File: config.mk
export PLATFORM = sky130hd
export DESIGN_NAME = serial_adder
export DESIGN_NICKNAME = d
export VERILOG_FILES = /design/src/rtl/serial_adder_pkg.sv /design/src/rtl/serial_adder_fa_cell.sv /design/src/rtl/serial_adder.sv
export SDC_FILE = /design/constraint.sdc
export NUM_CORES = 1
export LEC_CHECK = 0
export CORE_ASPECT_RATIO = 1.4
export CORE_MARGIN = 2
export CORE_UTILIZATION = 46
export CTS_CLUSTER_SIZE = 28
export DETAILED_ROUTE_END_ITERATION = 7
export GPL_TIMING_DRIVEN = 1
export HOLD_SLACK_MARGIN = 0.02
export PLACE_DENSITY_LB_ADDON = 0.3
export SKIP_CTS_REPAIR_TIMING = 1
export SLEW_MARGIN = 20
export SYNTH_ARGS = -nofsm -noshare
export SYNTH_HDL_FRONTEND = slang
export SYNTH_SLANG_ARGS = --single-unit
File: constraint.sdc
create_clock -name clk -period 1.5 [get_ports clk]
set_clock_uncertainty 0.15 [all_clocks]
set_input_delay 0.3 -clock clk [delete_from_list [all_inputs] [get_ports clk]]
set_output_delay 0.3 -clock clk [all_outputs]
set_load 0.05 [all_outputs]
File: src/rtl/serial_adder_pkg.sv
// Shared state encoding and parameter helpers for the serial adder/subtractor.
// Optional signed-overflow output is enabled by defining SERIAL_ADDER_OVF_EN.
package serial_adder_pkg;

   typedef logic [1:0] state_t;

   localparam state_t IDLE = 2'd0;
   localparam state_t RUN  = 2'd1;
   localparam state_t DONE = 2'd2;

   function automatic int steps(input int width, input int bpc);
      return width / bpc;
   endfunction

   function automatic bit bpc_divides(input int width, input int bpc);
      return (width >= 1) && (bpc >= 1) && ((width % bpc) == 0);
   endfunction

endpackage

File: src/rtl/serial_adder_fa_cell.sv
// 1-bit full adder cell, chained inside one serial step.
// Purely combinational; no handshake.
module fa_cell (
   input  logic a,
   input  logic b,
   input  logic ci,
   output logic s,
   output logic co
);

   assign s  = a ^ b ^ ci;
   assign co = (a & b) | (ci & (a ^ b));

endmodule

File: src/rtl/serial_adder.sv
// Multi-cycle adder/subtractor: BPC bits per clock, LSB first, carry held in a flop.
// Latency WIDTH/BPC clocks from accept to out_valid; holds result until out_ready, one op in flight.
// SERIAL_ADDER_OVF_EN adds the Ovf (signed overflow) output.
module serial_adder
   import serial_adder_pkg::*;
#(
   parameter int WIDTH = 8,
   parameter int BPC   = 1
) (
   input  logic             clk,
   input  logic             rst,
   input  logic             in_valid,
   output logic             in_ready,
   input  logic [WIDTH-1:0] A,
   input  logic [WIDTH-1:0] B,
   input  logic             Cin,
   input  logic             Sub,
   output logic             out_valid,
   input  logic             out_ready,
   output logic [WIDTH-1:0] Sum,
   output logic             Carry
`ifdef SERIAL_ADDER_OVF_EN
   ,
   output logic             Ovf
`endif
);

   localparam int S  = steps(WIDTH, BPC);
   localparam int CW = $clog2(S + 1);

   if (!bpc_divides(WIDTH, BPC)) begin : g_param_check
      $error("serial_adder: BPC must divide WIDTH");
   end

   state_t           state;
   logic [WIDTH-1:0] a_sh;
   logic [WIDTH-1:0] b_sh;
   logic [WIDTH-1:0] sum_sh;
   logic             carry_r;
   logic [CW-1:0]    cnt;
   logic [WIDTH-1:0] sum_q;
   logic             carry_q;

   logic [BPC:0]     c;
   logic [BPC-1:0]   step_s;
   logic [WIDTH-1:0] step_w;
   logic [WIDTH-1:0] sum_nxt;
   logic             last;

   assign c[0] = carry_r;

   for (genvar i = 0; i < BPC; i++) begin : g_cell
      fa_cell u_fa (
         .a  (a_sh[i]),
         .b  (b_sh[i]),
         .ci (c[i]),
         .s  (step_s[i]),
         .co (c[i+1])
      );
   end

   // New result bits enter at the top so the word is LSB-aligned after S steps.
   always_comb begin
      step_w = '0;
      step_w[BPC-1:0] = step_s;
   end

   assign sum_nxt = (sum_sh >> BPC) | (step_w << (WIDTH - BPC));
   assign last    = (cnt == CW'(S - 1));

`ifdef SERIAL_ADDER_OVF_EN
   logic ovf_q;
   assign Ovf = ovf_q;
`endif

   always_ff @(posedge clk or posedge rst) begin
      if (rst) begin
         state   <= IDLE;
         a_sh    <= '0;
         b_sh    <= '0;
         sum_sh  <= '0;
         carry_r <= 1'b0;
         cnt     <= '0;
         sum_q   <= '0;
         carry_q <= 1'b0;
`ifdef SERIAL_ADDER_OVF_EN
         ovf_q   <= 1'b0;
`endif
      end else begin
         case (state)
            IDLE: begin
               if (in_valid) begin
                  a_sh    <= A;
                  b_sh    <= Sub ? ~B : B;
                  carry_r <= Sub ? 1'b1 : Cin;
                  cnt     <= '0;
                  state   <= RUN;
               end
            end
            RUN: begin
               a_sh    <= a_sh >> BPC;
               b_sh    <= b_sh >> BPC;
               sum_sh  <= sum_nxt;
               carry_r <= c[BPC];
               cnt     <= cnt + CW'(1);
               if (last) begin
                  // Outputs only move here so Sum stays put through IDLE and RUN.
                  sum_q   <= sum_nxt;
                  carry_q <= c[BPC];
`ifdef SERIAL_ADDER_OVF_EN
                  ovf_q   <= c[BPC] ^ c[BPC-1];
`endif
                  state   <= DONE;
               end
            end
            DONE: begin
               if (out_ready) begin
                  state <= IDLE;
               end
            end
            default: state <= IDLE;
         endcase
      end
   end

   assign in_ready  = (state == IDLE);
   assign out_valid = (state == DONE);
   assign Sum       = sum_q;
   assign Carry     = carry_q;

endmodule

# Yosys cells after proc, flatten, opt, wreduce, memory -nomap -nowiden
# Index checks and enable logic that the tools add are counted.
[totals] regBits=40 latchBits=0 ramBits=0 mem_bits_ro=0 input_bits=22 elab_cells=41 n_memories=0
[classes] addsub=1 mul=0 div=0 order_cmp=0 n_eq_ne=6 shifts=0 muxes=14 n_bitwise=7 n_reduce_logical=5
[op_table] op="case mux 8 bit (2 select lines)" n=2
[op_table] op="two-way mux 8 bit" n=3
[op_table] op="inverter 8 bit" n=1
[op_table] op="OR 7 x 8 -> 8 bit" n=1
[op_table] op="case mux 4 bit (2 select lines)" n=1
[op_table] op="two-way mux 2 bit" n=3
[op_table] op="case mux 2 bit (3 select lines)" n=1
[op_table] op="adder 4 x 1 -> 4 bit, second input constant" n=1
[op_table] op="equality test 4 x 3 -> 1 bit, second input constant" n=1
[op_table] op="two-way mux 4 bit" n=1
[op_table] op="!= test 2 bit, second input constant" n=2
[op_table] op="AND reduction 2 bit" n=2
[op_table] op="AND reduction 3 bit" n=1
[op_table] op="AND 1 bit" n=2
[op_table] op="equality test 2 x 1 -> 1 bit, second input constant" n=1
[op_table] op="equality test 2 bit, second input constant" n=1
[op_table] op="logical NOT 2 bit" n=1
[op_table] op="two-way mux 1 bit" n=2
[op_table] op="!= test 2 x 1 -> 1 bit, second input constant" n=1
[op_table] op="case mux 1 bit (2 select lines)" n=1
[op_table] op="nonzero test 2 bit" n=1
[op_table] op="bitwise XOR 1 bit" n=2
[op_table] op="OR 1 bit" n=1

# Longest topological paths before layout
[logic_depth] word_depth=4 mapped_depth=5 ltp_nobuf=4

# Cells and area by module
# A second synthesis with hierarchy kept.
[unflattened] cells_unflattened=171 hier_area_um2=1789.2
[modules_own_cells] module="serial_adder" instances=1 cells_each=170 area_each_um2=1769.2 seq_area_each_um2=975.9
[modules_own_cells] module="fa_cell" instances=1 cells_each=1 area_each_um2=20.0 seq_area_each_um2=0.0

# Least setup slack after synthesis
# No wires, ideal clock.
[synth_timing] path_type="register to register" startpoint="register state[1]" endpoint="register b_sh[1]" setup_time_ns=0.090 arrival_time_ns=1.786 t_required_ns=1.260 slack_ns=-0.526 path_stages_with_launch=5 n_path_buf=1 period_less_slack_ns=2.026 path_cell_list="dfrtp_1 buf_2 nor2_1 nand2_1 o221ai_1"
[synth_between] elab_chain_len=3
[synth_lines] element="start, declared" line="serial_adder.sv:35" source="state_t state;"
[synth_lines] element="start signal, assigned" line="serial_adder.sv:78" source="state <= IDLE;"
[synth_lines] element="start signal, assigned" line="serial_adder.sv:97" source="state <= RUN;"
[synth_lines] element="start signal, assigned" line="serial_adder.sv:113" source="state <= DONE;"
[synth_lines] element="logical NOT 2 bit *"
[synth_lines] element="via in_ready" line="serial_adder.sv:13" source="output logic in_ready,"
[synth_lines] element="!= test 2 bit (no line) or nonzero test 2 bit (tied branches)"
[synth_lines] element="AND reduction 2 bit (no line)"
[synth_lines] element="end signal, assigned" line="serial_adder.sv:94" source="b_sh <= Sub ? ~B : B;"
[synth_lines] element="end signal, assigned" line="serial_adder.sv:102" source="b_sh <= b_sh >> BPC;"
[synth_lines] element="end, declared" line="serial_adder.sv:37" source="logic [WIDTH-1:0] b_sh;"
# Mark *: on every way through the listed nets, which the timed path passes. The rest lies on a longest branch.
# A chain may end at the register's enable or synchronous reset.

# Final worst setup path
[layout_timing] startpoint="register state[1]" endpoint="register sum_q[3] (netlist: Sum[3])"
[layout_between] elab_chain_len=2
[layout_lines] element="equality test 2 x 1 -> 1 bit" line="serial_adder.sv:90" source="case (state)"
[layout_lines] element="AND reduction 2 bit (no line)"
[layout_lines] element="end signal, assigned" line="serial_adder.sv:108" source="sum_q <= sum_nxt;"
[layout_lines] element="end, declared" line="serial_adder.sv:41" source="logic [WIDTH-1:0] sum_q;"
# No other way between the ends.

==> impl_metrics.csv <==
group,metric,value,unit
layout,multi_input_area,848,um2
logic_synthesis,ys.flop_type,"dfrtp_1",
clock_network,cts_tree,"built",
logic_synthesis,ys_seq_elements,39,
logic_synthesis,yosysMostFrequentCell,"dfrtp_1",
floorplanning,core_area,3880,um2
sta,fmaxAchievable,597,MHz
pwr,p_leak,0.00120,uW
logic_synthesis,async_flop_share,100,%
clock_network,cts_htree_levels,2,
flow_run,drv_cap,0,
logic_synthesis,netlist_area,1830,um2
global_route,grt_overflow,0,
layout,regArea,978,um2
detailed_routing,wl_per_cell,16.6,um
setup_path,worstPathArrival,1.70,ns
placed_design,portBuffers,32,
detailed_routing,drc,0,
pwr,pwr_density_cell,2110,nW/um2
setup_path,cp.required,1.52,ns
clock_network,clock_latency,0.29,ns
layout,final_area,2680,um2
sta,tightestPinTransition,0.362,ns
sta,hold_viol,0,
worst_hold_path,worstHoldPathType,"in2async",
layout,instances_no_fill,252,
detailed_routing,num_vias,1450,
floorplanning,initial_core_util,47.0,%
sta,timing_max_transition_violations_final,0,
floorplanning,die_w,57.3,um
detailed_routing,drt_pre_antenna_iters,4,
clock_network,cts_num_sinks,39,
layout,nets,234,
layout,syn2layout_area_growth,46.7,%
setup_path,worstSetupEndpointType,"register",
clock_network,cts_made_buffers,5,
sta,timing.hold.ws,0.232,ns
setup_path,cp-endpoint,"Sum[3]",
setup_path,r2r_end,"Sum[3]",
logic_synthesis,synth_common_cells,"dfrtp_1, nand2_1, a21oi_1",
pwr,irDropWorstVdd,1.42,mV
floorplanning,io_pins,33,
logic_synthesis,ys_top_cells_by_area,"dfrtp_1, mux2_4, mux2_2",
setup_path,critPathLaunch,"state[1]",
logic_synthesis,yosys.area.top_type,"dfrtp_1",
clock_network,clk_pin_slew,0.07,ns
layout,nFillCells,272,
outcome,violations,"setup timing",
logic_synthesis,post-synth-top-area-fraction,53.4,%
placed_design,dp_hpwl,2620,um
sta,setup_viol,19,
setup_path,rrSetupSlack,-0.18,ns
global_route,grt_pass1_vias,1428,
logic_synthesis,synth-edff-count,0,
sta,slew-limit-headroom,75.5,%
clock_network,clockBufferDepth,2,
global_route,grt_pass1_wl,6110,um
logic_synthesis,syn_nets,180,
placed_design,gp_congestion,0.757,
floorplanning,num_rows,27,
clock_network,clockRootBuffer,"clkbuf_8",
setup_path,r2r_cells,4,
placed_design,dp.cells,235,
global_route,antenna_found_initial,0,
placed_design,post_dp_cell_area,2390,um2
detailed_routing,drtIter0Drc,37,
layout,drive_above_1_share,34.9,%
sta,rsz0062_at_grt,"yes",
sta,setup_slack,-0.176,ns
global_route,grtUsageTotal,17.5,%
sta,finalCriticalPeriod,1.68,ns
setup_path,path_max_fanout,5,
setup_path,worstSetupPathType,"reg2reg",
logic_synthesis,synth_area_per_cell,11.7,um2
logic_synthesis,synthCells,156,
layout,final_util,69.0,%
logic_synthesis,yosysSeqAreaShare,53.4,%
floorplanning,die_h,78.6,um
floorplanning,die_area,4500,um2
outcome,status,"finished, violations left",
global_route,grt_max_degree,40,
logic_synthesis,synth_cell_types,30,
detailed_routing,ant_nets,0,
sta,setup_tns,-1.91,ns
setup_path,r2r_start,"state[1]",
setup_path,setup.worst_path.start_class,"register",
detailed_routing,wirelength,4190,um
sta,fin_crit_sh,112,%
logic_synthesis,synth_warnings,0,
layout,n_antenna_cell,0,
detailed_routing,viasPerCell,5.75,
[state kept, by name, indices dropped and copies added, names as in the netlist]
name	flops
state	2
b_sh	8
a_sh	8
sum_sh	7
carry_r	1
Carry	1
Sum	8
cnt	4
[kinds of logic (layout without fill, tap and decap cells)]
kind of cell | count (synthesis) | after routing | share of synthesized area [%]
fa+ha+maj | 2 | 2 | 1.78
simple gates | 41 | 41 | 11.4
compound gates | 36 | 36 | 13.4
mux | 17 | 17 | 12.3
xor+xnor | 8 | 8 | 3.84
buf+inv | 13 | 66 | 3.90
flops | 39 | 39 | 53.4
[how the worst min path moves through the flow]
stage                        from         to  slack [ns]  depth (start not counted)
after global placement    b_sh[3]    b_sh[3]        0.32                          2
after floorplan           a_sh[1]    a_sh[1]        0.30                          2
after CTS                     rst    b_sh[0]        0.25                          3
final                         rst     Sum[5]        0.23                          3
after detailed placement  a_sh[3]    a_sh[3]        0.33                          2
after global routing          rst  sum_sh[6]        0.27                          3
[layer usage]
metal	GRT usage, %	share of wire, %
met1	18.9	36
met2	31.5	56
met5	0	0
met3	3.62	5.0
met4	9.07	2.9
[worst max-delay path, stage by stage, from the launching register on]
cell and delay (ns):
dfrtp_2 0.44, and2b_4 0.26, nor3b_4 0.24, buf_6 0.18, mux2_4 0.30
[cell type report]
class                      instances  share of cell area [%]
timing repair buffer              57                    26.7
sequential                        39                    36.5
inverter                           3                   0.420
tap                               43                    2.01
multi-input combinational        104                    31.7
clock buffer                       6                    2.71
[per-stage QoR]
stage	worst slack, ns	total power [uW]
6_report	-0.176	5650
2_1_floorplan	-0.0499	3500
5_1_grt	-0.228	5960
3_3_place_gp	-0.150	4500
4_1_cts	-0.293	5250
3_5_place_dp	-0.312	4600
[cell usage in the layout, fill, tap and decap left out, types with 7 or more instances in the layout]
cell,instances
dfrtp_1,37
nand2_1,20
clkdlybuf4s50_1,20
buf_12,14
buf_4,14
a21oi_1,10
mux2_4,9
mux2_2,8
xnor2_1,8
o21ai_0,7
[power breakdown]
part	internal, uW	switching (uW)
clock network	310	336
registers	1510	370
logic	1730	1390
Note: power is estimated with default switching activity, not from simulation.
